==> config.mk <==
export PLATFORM = sky130hd
export DESIGN_NAME = boreal_gate_enforcer
export DESIGN_NICKNAME = d
export VERILOG_FILES = /design/src/rtl/boreal_gate_enforcer.sv
export SDC_FILE = /design/constraint.sdc
export NUM_CORES = 1
export LEC_CHECK = 0
export ABC_AREA = 0
export CAP_MARGIN = 25
export CORE_ASPECT_RATIO = 1.25
export CORE_MARGIN = 1
export CORE_UTILIZATION = 44
export CTS_CLUSTER_SIZE = 12
export DETAILED_ROUTE_END_ITERATION = 10
export PLACE_DENSITY = 0.75
export SYNTH_ARGS = -nofsm -noshare
export SYNTH_HDL_FRONTEND = slang
export SYNTH_SLANG_ARGS = --single-unit
==> constraint.sdc <==
create_clock -name clk -period 10.85 [get_ports clk]
set_clock_uncertainty 0.05 [all_clocks]
set_input_delay 1.085 -clock clk [delete_from_list [all_inputs] [get_ports clk]]
set_output_delay 1.085 -clock clk [all_outputs]
set_load 0.005 [all_outputs]
==> src/rtl/boreal_gate_enforcer.sv <==
// boreal_gate_enforcer
// Enforcement stage of the Boreal Gate. Accepts commit requests over a
// valid/ready handshake, checks each one against the live policy inputs
// (nonce, target allowlist, rate limit) and returns a grant/deny verdict.
// It also owns the monotonic commit nonce and the saturating denial counter.
//
// Ports:
//   clk, rst_n            clock, synchronous active-low reset
//   allow0 / allow1       allowlist bits, targets 0-31 / 32-63
//   rate_limit            max grants per window
//   rate_window           window length in cycles (0 behaves as 1)
//   policy_hash           active policy hash, snapshotted into resp_hash
//   override_reg          bit0 bypasses the allowlist, bit1 bypasses the rate limit
//   override_lock         forces the override to 0 when set
//   req_valid/req_ready   request handshake; req_target, req_nonce payload
//   resp_valid/resp_ready verdict handshake; resp_grant, resp_reason, resp_hash
//   nonce_val             current expected nonce
//   deny_cnt              saturating denial count
//   dbg_state             FSM state (0 IDLE, 1 CHECK, 2 RESP)
//
// Handshake: a transfer happens on a rising edge where valid && ready are
// both 1. req_ready and resp_valid come from the state register only, so
// they never depend combinationally on req_valid or resp_ready. While
// resp_valid is 1, every resp_* output holds its value until the transfer.
module boreal_gate_enforcer #(
  parameter int TGT_W      = 6,
  parameter int DENY_CNT_W = 16
) (
  input  logic                  clk,
  input  logic                  rst_n,
  input  logic [31:0]           allow0,
  input  logic [31:0]           allow1,
  input  logic [31:0]           rate_limit,
  input  logic [31:0]           rate_window,
  input  logic [31:0]           policy_hash,
  input  logic [31:0]           override_reg,
  input  logic                  override_lock,
  input  logic                  req_valid,
  output logic                  req_ready,
  input  logic [TGT_W-1:0]      req_target,
  input  logic [31:0]           req_nonce,
  output logic                  resp_valid,
  input  logic                  resp_ready,
  output logic                  resp_grant,
  output logic [1:0]            resp_reason,
  output logic [31:0]           resp_hash,
  output logic [31:0]           nonce_val,
  output logic [DENY_CNT_W-1:0] deny_cnt,
  output logic [1:0]            dbg_state
);

  typedef enum logic [1:0] {
    ST_IDLE  = 2'd0,
    ST_CHECK = 2'd1,
    ST_RESP  = 2'd2
  } state_t;

  localparam logic [1:0] RSN_GRANT  = 2'd0;
  localparam logic [1:0] RSN_NONCE  = 2'd1;
  localparam logic [1:0] RSN_TARGET = 2'd2;
  localparam logic [1:0] RSN_RATE   = 2'd3;

  state_t                state_q;
  logic [TGT_W-1:0]      tgt_q;
  logic [31:0]           req_nonce_q;
  logic [31:0]           nonce_q, nonce_d;
  logic [31:0]           win_cnt_q, win_cnt_d;
  logic [31:0]           commit_cnt_q, commit_cnt_d;
  logic [DENY_CNT_W-1:0] deny_cnt_q, deny_cnt_d;
  logic                  resp_grant_q;
  logic [1:0]            resp_reason_q;
  logic [31:0]           resp_hash_q;

  logic [1:0]  eff_ovr;
  logic [63:0] allow_all;
  logic        allow_bit;
  logic [1:0]  reason_d;
  logic        grant_now;
  logic        deny_now;
  logic [31:0] win_last;
  logic        rollover;

  // Only the two low override bits carry meaning.
  logic unused_ovr;
  assign unused_ovr = ^override_reg[31:2];

  always_comb begin
    eff_ovr   = override_lock ? 2'b00 : override_reg[1:0];
    allow_all = {allow1, allow0};
    // Targets beyond the 64-entry allowlist are never allowed.
    allow_bit = (int'(tgt_q) < 64) ? allow_all[6'(tgt_q)] : 1'b0;

    // Priority order: nonce, then target, then rate. The nonce check has
    // no bypass.
    if (req_nonce_q != nonce_q) begin
      reason_d = RSN_NONCE;
    end else if (!allow_bit && !eff_ovr[0]) begin
      reason_d = RSN_TARGET;
    end else if ((commit_cnt_q >= rate_limit) && !eff_ovr[1]) begin
      reason_d = RSN_RATE;
    end else begin
      reason_d = RSN_GRANT;
    end

    grant_now = (state_q == ST_CHECK) && (reason_d == RSN_GRANT);
    deny_now  = (state_q == ST_CHECK) && (reason_d != RSN_GRANT);

    // A zero window is treated as a one-cycle window.
    win_last  = (rate_window == 32'd0) ? 32'd0 : (rate_window - 32'd1);
    rollover  = (win_cnt_q >= win_last);
    win_cnt_d = rollover ? 32'd0 : (win_cnt_q + 32'd1);

    // A grant on the rollover edge is the first commit of the new window.
    if (rollover) begin
      commit_cnt_d = grant_now ? 32'd1 : 32'd0;
    end else if (grant_now && (commit_cnt_q != 32'hFFFF_FFFF)) begin
      commit_cnt_d = commit_cnt_q + 32'd1;
    end else begin
      commit_cnt_d = commit_cnt_q;
    end

    nonce_d = grant_now ? (nonce_q + 32'd1) : nonce_q;

    if (deny_now && (deny_cnt_q != {DENY_CNT_W{1'b1}})) begin
      deny_cnt_d = deny_cnt_q + DENY_CNT_W'(1);
    end else begin
      deny_cnt_d = deny_cnt_q;
    end
  end

  always_ff @(posedge clk) begin
    if (!rst_n) begin
      state_q       <= ST_IDLE;
      tgt_q         <= '0;
      req_nonce_q   <= 32'd0;
      nonce_q       <= 32'd0;
      win_cnt_q     <= 32'd0;
      commit_cnt_q  <= 32'd0;
      deny_cnt_q    <= '0;
      resp_grant_q  <= 1'b0;
      resp_reason_q <= RSN_GRANT;
      resp_hash_q   <= 32'd0;
    end else begin
      win_cnt_q    <= win_cnt_d;
      commit_cnt_q <= commit_cnt_d;
      nonce_q      <= nonce_d;
      deny_cnt_q   <= deny_cnt_d;
      case (state_q)
        ST_IDLE: begin
          if (req_valid) begin
            tgt_q       <= req_target;
            req_nonce_q <= req_nonce;
            state_q     <= ST_CHECK;
          end
        end
        ST_CHECK: begin
          resp_grant_q  <= (reason_d == RSN_GRANT);
          resp_reason_q <= reason_d;
          resp_hash_q   <= policy_hash;
          state_q       <= ST_RESP;
        end
        ST_RESP: begin
          if (resp_ready) begin
            state_q <= ST_IDLE;
          end
        end
        default: state_q <= ST_IDLE;
      endcase
    end
  end

  assign req_ready   = (state_q == ST_IDLE);
  assign resp_valid  = (state_q == ST_RESP);
  assign resp_grant  = resp_grant_q;
  assign resp_reason = resp_reason_q;
  assign resp_hash   = resp_hash_q;
  assign nonce_val   = nonce_q;
  assign deny_cnt    = deny_cnt_q;
  assign dbg_state   = state_q;

endmodule

### Word level (Yosys, flattened, before mapping)

Cells that the tools add are included.

| word-level totals | value |
|---|---|
| output and inout bits | 87 |
| register bits after elaboration | 187 |

| cells by class | value |
|---|---|
| bitwise operators | 1 |
| mux-type cells | 13 |
| $lt $le $gt $ge | 3 |
| add/subtract/negate cells | 5 |
| reduce and logical (&&, ||, !) cells | 17 |
| equal/unequal tests | 7 |

Operator list:

| operator | number |
|---|---|
| adder 32 x 1 -> 32 bit, second input constant | 3 |
| two-way mux 32 bit | 3 |
| >= comparator 32 bit | 2 |
| zero test 32 bit | 1 |
| != test 32 bit | 1 |
| != test 32 bit, second input constant | 1 |
| subtractor 32 x 1 -> 32 bit, second input constant | 1 |
| adder 16 x 1 -> 16 bit, second input constant | 1 |
| != test 16 bit, second input constant | 1 |
| two-way mux 2 bit | 6 |
| less-than comparator 6 x 7 -> 1 bit, second input constant | 1 |
| binary-select mux 1 bit (select 6 bit) | 1 |
| logical AND 1 bit | 6 |
| case mux 2 bit (3 select lines) | 1 |
| zero test 2 bit | 2 |
| AND reduction 2 bit | 2 |
| nonzero test 2 bit | 2 |
| zero test 1 bit | 3 |
| equality test 2 x 1 -> 1 bit, second input constant | 1 |
| equality test 2 bit, second input constant | 1 |
| two-way mux 1 bit | 2 |
| != test 2 x 1 -> 1 bit, second input constant | 1 |
| != test 2 bit, second input constant | 1 |
| OR reduction 2 bit | 1 |
| inverter 1 bit | 1 |

### Logic depth before layout (Yosys ltp)

Gate-level depths: netlist of the first run.

| logic depth | value |
|---|---|
| word-level depth | 11 |
| gate-level depth with buffers | 18 |
| depth with buffers taken out | 17 |

### Worst setup path before layout of the first run

Ideal clock, no wire load.

| path | value |
|---|---|
| kind | input -> register |
| start point | in rate_window[7] |
| end point | reg commit_cnt_q[29] |
| path buffers | 1 |
| setup time | 0.101 ns |
| arrival | 5.377 ns |
| required time | 10.699 ns |
| stages | 16 |
| slack | 5.322 ns |
| cells stage by stage | nor4_1 nand2_1 or3_1 or4_1 or4b_1 xnor2_1 nand2_1 ha_1 and4_1 a221oi_1 nand2_1 a21o_1 a211oi_1 clkbuf_1 nand2_1 o41ai_1 |

| between the ends | value |
|---|---|
| cells in the longest elaborated chain, start to end | 4 |

Ends and longest elaborated chain:

| what | line | RTL |
|---|---|---|
| start: declaration | 34 | `input logic [31:0] rate_window,` |
| subtractor 32 x 1 -> 32 bit or zero test 32 bit (tied branches) | 109 | `win_last = (rate_window == 32'd0) ? 32'd0 : (rate_window - 32'd1);` |
| two-way mux 32 bit * | 109 |  |
| >= comparator 32 bit * | 110 | `rollover = (win_cnt_q >= win_last);` |
| two-way mux 32 bit or nonzero test 2 bit (tied branches) | - |  |
| end signal: assignment | 145 | `commit_cnt_q <= commit_cnt_d;` |
| end: declaration | 68 | `logic [31:0] commit_cnt_q, commit_cnt_d;` |

Every way passes the cells marked *; elsewhere a longest branch is shown, timed or not.
A chain may end at the register's enable or synchronous reset.

### Worst setup path after layout of the first run

| path | value |
|---|---|
| start point | in rate_window[5] |
| end point | reg win_cnt_q[10] |

| between the ends | value |
|---|---|
| cells in the longest elaborated chain, start to end | 4 |

Ends and longest elaborated chain:

| what | line | RTL |
|---|---|---|
| subtractor 32 x 1 -> 32 bit or zero test 32 bit (tied branches) | 109 |  |
| two-way mux 32 bit * | 109 |  |
| >= comparator 32 bit * | 110 |  |
| OR reduction 2 bit (no line) * | - |  |
| end signal: assignment | 144 | `win_cnt_q <= win_cnt_d;` |
| end: declaration | 67 | `logic [31:0] win_cnt_q, win_cnt_d;` |

Marked as above.

==> impl_metrics.py, run 1 <==
metrics = {
    "placed_design": {
        "dp_slack_ns": 4.21,
        "io_buffers": 291,
        "placed_cells": 1951,
        "place_hpwl_um": 24400,
        "gp_congestion": 0.844,
    },
    "clock_tree": {
        "cts_hold_buf": 0,
        "cts_buffer_depth": 2,
        "root_buffer": "clkbuf_16",
        "cts_setup_buffers": 0,
        "cts_repair_resize_count": 0,
        "cts_tree": "yes",
        "clock_latency_ns": 0.43,
        "clkTransAtPathRegs_ns": 0.07,
        "cts_made_buffers": 17,
        "cts_sinks": 187,
        "htreeDepth": 4,
    },
    "drt": {
        "via_per_inst": 5.42,
        "drc": 0,
        "drt_iter0_markers": 639,
        "vias": 10800,
        "wl_per_cell_um": 16.2,
        "ant_nets": 0,
        "routed_wl_um": 32200,
        "first_pass_iters": 5,
    },
    "pwr": {
        "leakage_nw": 5.88,
        "p_per_area_nw_per_um2": 107,
        "p_clk_share_pct": 40.0,
        "irDropWorstVdd_v": 0.000104,
        "pwr-share-seq_pct": 45.5,
        "power_mw": 1.58,
        "sw_frac_of_total_pct": 26.6,
        "comb_power_share_pct": 14.5,
        "intPower_mw": 1.16,
        "p_sw_mw": 0.421,
    },
    "hold_path": {
        "min_path_type": "register to register",
    },
    "yosys": {
        "synth_ff_type": "dfxtp_1",
        "ys_seq_area_share_pct": 33.8,
        "netlist_instances": 1383,
        "synth-seq-cells": 187,
        "synth_cell_type_count": 60,
        "synthArstFlopShare_pct": 0,
        "synth_edf_count": 0,
        "netlist_area_um2": 11100,
        "syn-num-nets": 1688,
        "synth.avg_cell_area_um2": 8.00,
        "yosysWarnings": 0,
    },
    "floorplan": {
        "fp.dieH_um": 179,
        "dieArea_um2": 25800,
        "core_um2": 24600,
        "io_pins": 322,
        "num_rows": 64,
        "die_w_um": 144,
        "initial_core_util_pct": 45.0,
    },
    "setup_path": {
        "max_stage_delay_ns": 0.60,
        "cpMostUsedCell": "nand2_1",
        "cp-end-kind": "register",
        "path_class": "input pin to register",
        "ff2ff_path_depth": 9,
        "worstSetupStartpoint": "rate_window[5]",
        "cpLargestDelayFamily": "simple AND/OR/NAND/NOR gates",
        "path_buf_inv": 2,
        "r2r-start": "commit_cnt_q[2]$_SDFFE_PN0P_",
        "cp.arrival_ns": 6.46,
        "path_depth": 17,
        "crit_fanout": 40,
        "reg2reg_to": "nonce_val[26]$_SDFFE_PN0P_",
        "rrSetupSlack_ns": 6.51,
        "crit_chain": "clkdlybuf4s50_1 -> nor4_1 -> nand2_1 -> or3_1 -> or4_1 -> or4b_1 -> xnor2_1 -> nand2_1 -> ha_1 -> and4_1 -> a221oi_1 -> nand2_1 -> a21o_1 -> a21oi_1 -> nand2_1 -> buf_4 -> nor2_1",
        "cp_data_required_time_ns": 11.15,
        "start_kind": "input pin",
        "crit_slowest_cell": "nor4_1",
        "endpoint": "win_cnt_q[10]$_SDFF_PP0_",
    },
    "status": {
        "status": "finished clean",
    },
    "sta": {
        "timing.final.ws_setup_ns": 4.70,
        "fin_setup_tns_ns": 0,
        "hold_viol_final": 0,
        "worstMarginPinSlew_ns": 0.966,
        "finalCritPeriodShare_pct": 56.7,
        "rsz0062_at_grt": "no",
        "setup_viol": 0,
        "fmax_ghz": 0.163,
        "min_period_ns": 6.15,
        "final_max_slew_viol_count": 0,
        "relSlewSlack_pct": 35.6,
    },
    "layout": {
        "fin_nets": 1946,
        "drive_gt1_share_pct": 4.29,
        "antenna_cells": 0,
        "area_growth_pct": 34.1,
        "fin_cells": 1984,
    },
    "global_routing": {
        "antenna_found_initial": 0,
        "grt_max_degree": 89,
        "grt_pass1_wl_um": 50100,
        "first_global_vias": 10400,
        "gr-total-overflow": 0,
        "track_usage_pct": 24.5,
    },
    "job": {
        "max_cap_viol_count": 0,
    },
}
[power by group through the flow]
stage | clock (mW) | sequential [mW] | combinational, mW
floorplan | 0 | 0.729 | 0.112
global placement | 0 | 0.735 | 0.225
detailed placement | 0 | 0.736 | 0.229
CTS | 0.648 | 0.720 | 0.230
global route | 0.678 | 0.722 | 0.252
finish | 0.634 | 0.720 | 0.229
[sequential cells by signal (all words and copies together), names as in the netlist]
register	cells
commit_cnt_q	32
nonce_val	32
req_nonce_q	32
resp_hash	32
win_cnt_q	32
deny_cnt	16
tgt_q	6
dbg_state	2
resp_reason	2
resp_grant	1
[cells in the mapped netlist (3+ instances only)]
master    count  area share [%]
nand3_1      40             1.8
mux2i_1      27             2.4
clkbuf_1     45             1.5
nor2b_1       5            0.28
and4_1       17             1.3
o311ai_0      8            0.63
buf_2         8            0.36
buf_6         3            0.31
or3_1        26             1.5
buf_1         6            0.20
nor2_1       84             2.8
nand2_1     268             9.1
dfxtp_1     187              34
o31ai_1      15             1.0
a21o_1       11            0.75
ha_1         70             7.9
nand2b_1     34             1.9
xnor2_1      33             2.6
and3_1       26             1.5
nand4_1      40             2.3
o211ai_1      4            0.27
a211oi_1      7            0.47
nor4_1       23             1.3
nor3_1       19            0.86
and2_1        7            0.40
o21ai_0      38             1.7
a31o_2        3            0.24
xor2_1       66             5.2
inv_1        58             2.0
mux4_2       12             2.4
or4_1        16             1.1
a21oi_1     132             6.0
o41ai_1       9            0.71
[logic make-up (layout without fill, tap and decap cells)]
| family | Yosys count | count (layout) | synth area share [%] |
|---|---|---|---|
| multiplexers | 42 | 42 | 5.46 |
| AO/OA/AOI/OAI | 247 | 247 | 13.4 |
| buffers and inverters | 122 | 393 | 4.50 |
| adder cells (fa/ha/maj) | 70 | 70 | 7.91 |
| flip-flops | 187 | 187 | 33.8 |
| AND/OR/NAND/NOR | 616 | 616 | 27.0 |
| XOR/XNOR | 99 | 99 | 7.83 |
[worst min-delay path by stage]
stage | start | slack, ns | to | cells after the start
2_1_floorplan | win_cnt_q[0]$_SDFF_PP0_ | 0.39 | win_cnt_q[0]$_SDFF_PP0_ | 1
3_3_place_gp | resp_hash[8]$_SDFFE_PN0P_ | 0.39 | resp_hash[8]$_SDFFE_PN0P_ | 2
3_5_place_dp | resp_hash[9]$_SDFFE_PN0P_ | 0.40 | resp_hash[9]$_SDFFE_PN0P_ | 2
4_1_cts | resp_hash[9]$_SDFFE_PN0P_ | 0.41 | resp_hash[9]$_SDFFE_PN0P_ | 2
5_1_grt | resp_hash[26]$_SDFFE_PN0P_ | 0.42 | resp_hash[26]$_SDFFE_PN0P_ | 2
6_report | resp_hash[9]$_SDFFE_PN0P_ | 0.41 | resp_hash[9]$_SDFFE_PN0P_ | 2
[layer usage]
| metal | track usage, % | vias to the layer above | routed length (um) |
|---|---|---|---|
| li1 | - | 5409 | - |
| met1 | 27.7 | 5001 | 13000 |
| met2 | 44.7 | 292 | 16500 |
| met3 | 5.45 | 51 | 1960 |
| met4 | 8.47 | 0 | 804 |
| met5 | 0 | - | 0 |
[placed cells by master (no fill, tap or decap), types with 34 or more instances in the layout]
cell,count
nor2_1,84
nand2b_1,34
inv_1,57
nand4_1,40
nand2_1,268
xor2_1,66
dfxtp_1,187
o21ai_0,38
nand3_1,40
clkdlybuf4s50_1,291
a21oi_1,132
ha_1,70
[metrics by stage]
| stage | hold WS (ns) | cell area (um^2) | utilization, % |
|---|---|---|---|
| final | 0.405 | 14800 | 60.4 |
| after global routing | 0.417 | 14800 | 60.4 |
| after CTS | 0.408 | 14800 | 60.3 |
| after detailed placement | 0.397 | 14200 | 57.8 |
| after global placement | 0.391 | 14200 | 57.8 |
| after floorplan | 0.387 | 11100 | - |
[cell type report]
class                      count  area, um^2
timing repair buffer         303        3010
clock buffer                  18         429
clock inverter                14         175
fill                        2215        9740
multi-input combinational   1074        6850
inverter                      58         219
tap                          330         413
sequential                   187        3740
[worst min-delay path, stage by stage (launching register included)]
cell and delay, ns:
dfxtp_1 0.31, nand2_1 0.05, a21oi_1 0.05
Power figures use the tool's default switching activity.
==> run 2, diff against run 1 <==
Clock period 10.85 ns to 5.95 ns, I/O delays scaled along.
==> impl_metrics.py, run 2 (synthesis results as in run 1) <==
metrics = {
    "setup_path": {
        "cp.arrival_ns": 5.49,
        "cp_data_required_time_ns": 6.23,
        "cp-end-kind": "register",
        "r2r-start": "commit_cnt_q[2]$_SDFFE_PN0P_",
        "rrSetupSlack_ns": 2.02,
        "path_class": "input pin to register",
        "crit_fanout": 17,
        "worstSetupStartpoint": "rate_window[5]",
        "start_kind": "input pin",
    },
    "sta": {
        "setup_viol": 0,
        "fmax_ghz": 0.192,
        "relSlewSlack_pct": 39.7,
        "final_max_slew_viol_count": 0,
        "finalCritPeriodShare_pct": 87.6,
        "worstMarginPinSlew_ns": 0.905,
        "fin_setup_tns_ns": 0,
        "rsz0062_at_grt": "no",
        "min_period_ns": 5.21,
        "hold_viol_final": 0,
    },
    "clock_tree": {
        "htreeDepth": 4,
        "cts_tree": "yes",
        "clock_latency_ns": 0.43,
        "cts_made_buffers": 17,
        "clkTransAtPathRegs_ns": 0.07,
        "cts_repair_resize_count": 0,
        "cts_hold_buf": 0,
        "root_buffer": "clkbuf_16",
        "cts_sinks": 187,
        "cts_setup_buffers": 0,
        "cts_buffer_depth": 2,
    },
    "pwr": {
        "p_sw_mw": 0.731,
        "p_per_area_nw_per_um2": 196,
        "comb_power_share_pct": 14.4,
        "intPower_mw": 2.19,
        "irDropWorstVdd_v": 0.000206,
        "leakage_nw": 5.89,
        "p_clk_share_pct": 40.6,
        "sw_frac_of_total_pct": 25.0,
        "pwr-share-seq_pct": 45.0,
    },
    "layout": {
        "antenna_cells": 0,
        "fin_nets": 1950,
        "final_common_cell": "clkdlybuf4s50_1",
        "area_growth_pct": 34.3,
        "layout_common_cells": "clkdlybuf4s50_1, nand2_1, dfxtp_1",
        "fin_cells": 1988,
        "drive_gt1_share_pct": 4.52,
    },
    "global_routing": {
        "met1_usage_pct": 26.9,
        "met2_usage_pct": 45.7,
        "grt_pass1_wl_um": 50100,
        "track_usage_pct": 24.6,
        "grt_most_used_layer": "met2",
        "grt_max_degree": 60,
        "gr-total-overflow": 0,
        "antenna_found_initial": 0,
        "use_met3_pct": 5.02,
        "first_global_vias": 10500,
    },
    "floorplan": {
        "num_rows": 64,
        "die_w_um": 144,
        "io_pins": 322,
        "dieArea_um2": 25800,
        "initial_core_util_pct": 45.0,
        "fp.dieH_um": 179,
        "core_um2": 24600,
    },
    "drt": {
        "vias": 10800,
        "drt_iter0_markers": 600,
        "drc": 0,
        "via_per_inst": 5.46,
        "first_pass_iters": 5,
        "ant_nets": 0,
        "routed_wl_um": 32200,
        "wl_per_cell_um": 16.2,
    },
    "status": {
        "status": "finished clean",
    },
    "placed_design": {
        "gp_congestion": 0.845,
        "io_buffers": 291,
        "placed_cells": 1956,
        "place_hpwl_um": 24500,
    },
    "hold_path": {
        "min_path_type": "register to register",
        "worstHoldStart": "resp_hash[25]$_SDFFE_PN0P_",
    },
    "job": {
        "max_cap_viol_count": 0,
    },
}
-- run 2: changes by cell type in the layout (fill, tap and decap cells not counted), sizes merged --
cell / delta
buf: +4
clkinv: -2
inv: -3
bufinv: +2
clkinvlp: +3
-- run 2: area by class of cell --
type | count | area (um^2)
repair buffers | 307 | 3030
fillers | 2200 | 9720
inverters | 58 | 219
well taps | 330 | 413
clock inverters | 14 | 183
clock buffers | 18 | 429
multi-input cells | 1074 | 6850
flip-flops and latches | 187 | 3740
-- run 2: stage by stage --
stage / cell area (um^2) / hold slack (ns) / setup WS [ns] / util, % / power (mW)
floorplan: 11100 / 0.387 / 0.912 / - / 1.53
global placement: 14300 / 0.391 / 0.537 / 58.0 / 1.76
detailed placement: 14300 / 0.396 / 0.361 / 58.0 / 1.76
CTS: 14900 / 0.406 / 0.822 / 60.5 / 2.95
global route: 14900 / 0.425 / 0.370 / 60.5 / 3.04
finish: 14900 / 0.404 / 0.741 / 60.5 / 2.92
-- run 2: power groups by stage --
stage          registers (mW)  clock network (mW)  logic, mW
6_report                 1.31                1.18      0.421
4_1_cts                  1.31                1.21      0.425
3_5_place_dp             1.34                   0      0.421
5_1_grt                  1.32                1.26      0.462
3_3_place_gp             1.34                   0      0.414
2_1_floorplan            1.33                   0      0.204
-- run 2: worst max-delay path, cell delays in order --
cell and delay, ns:
clkdlybuf4s50_1 0.48, nor4_1 0.58, nand2_1 0.27, or3_1 0.43, or4_1 0.45, or4b_1 0.53, xnor2_1 0.17, nand2_1 0.08
ha_1 0.29, and4_1 0.17, a221oi_1 0.38, nand2_1 0.09, a21o_1 0.19, a211oi_2 0.18, buf_4 0.27, nand2b_1 0.08
o41ai_1 0.23
-- run 2: final timing paths --
kind	depth (start not counted)	to
worst min register to register	2	resp_hash[25]$_SDFFE_PN0P_
worst max register to register	9	commit_cnt_q[29]$_SDFFE_PN0P_
worst max-delay path	17	commit_cnt_q[25]$_SDFFE_PN0P_
worst min-delay path	2	resp_hash[25]$_SDFFE_PN0P_
-- run 2: layer usage --
layer,vias up,share of wire [%]
met5,-,0
met4,0,2.7
met3,53,5.5
met2,273,52
met1,5108,40
li1,5415,-
==> run 3, diff against run 2 <==
Settings changed: ABC_CLOCK_PERIOD_IN_PS set to 5950.
==> results of run 3 <==
No change in the layout: final DEF, timing and power equal those of run 2.
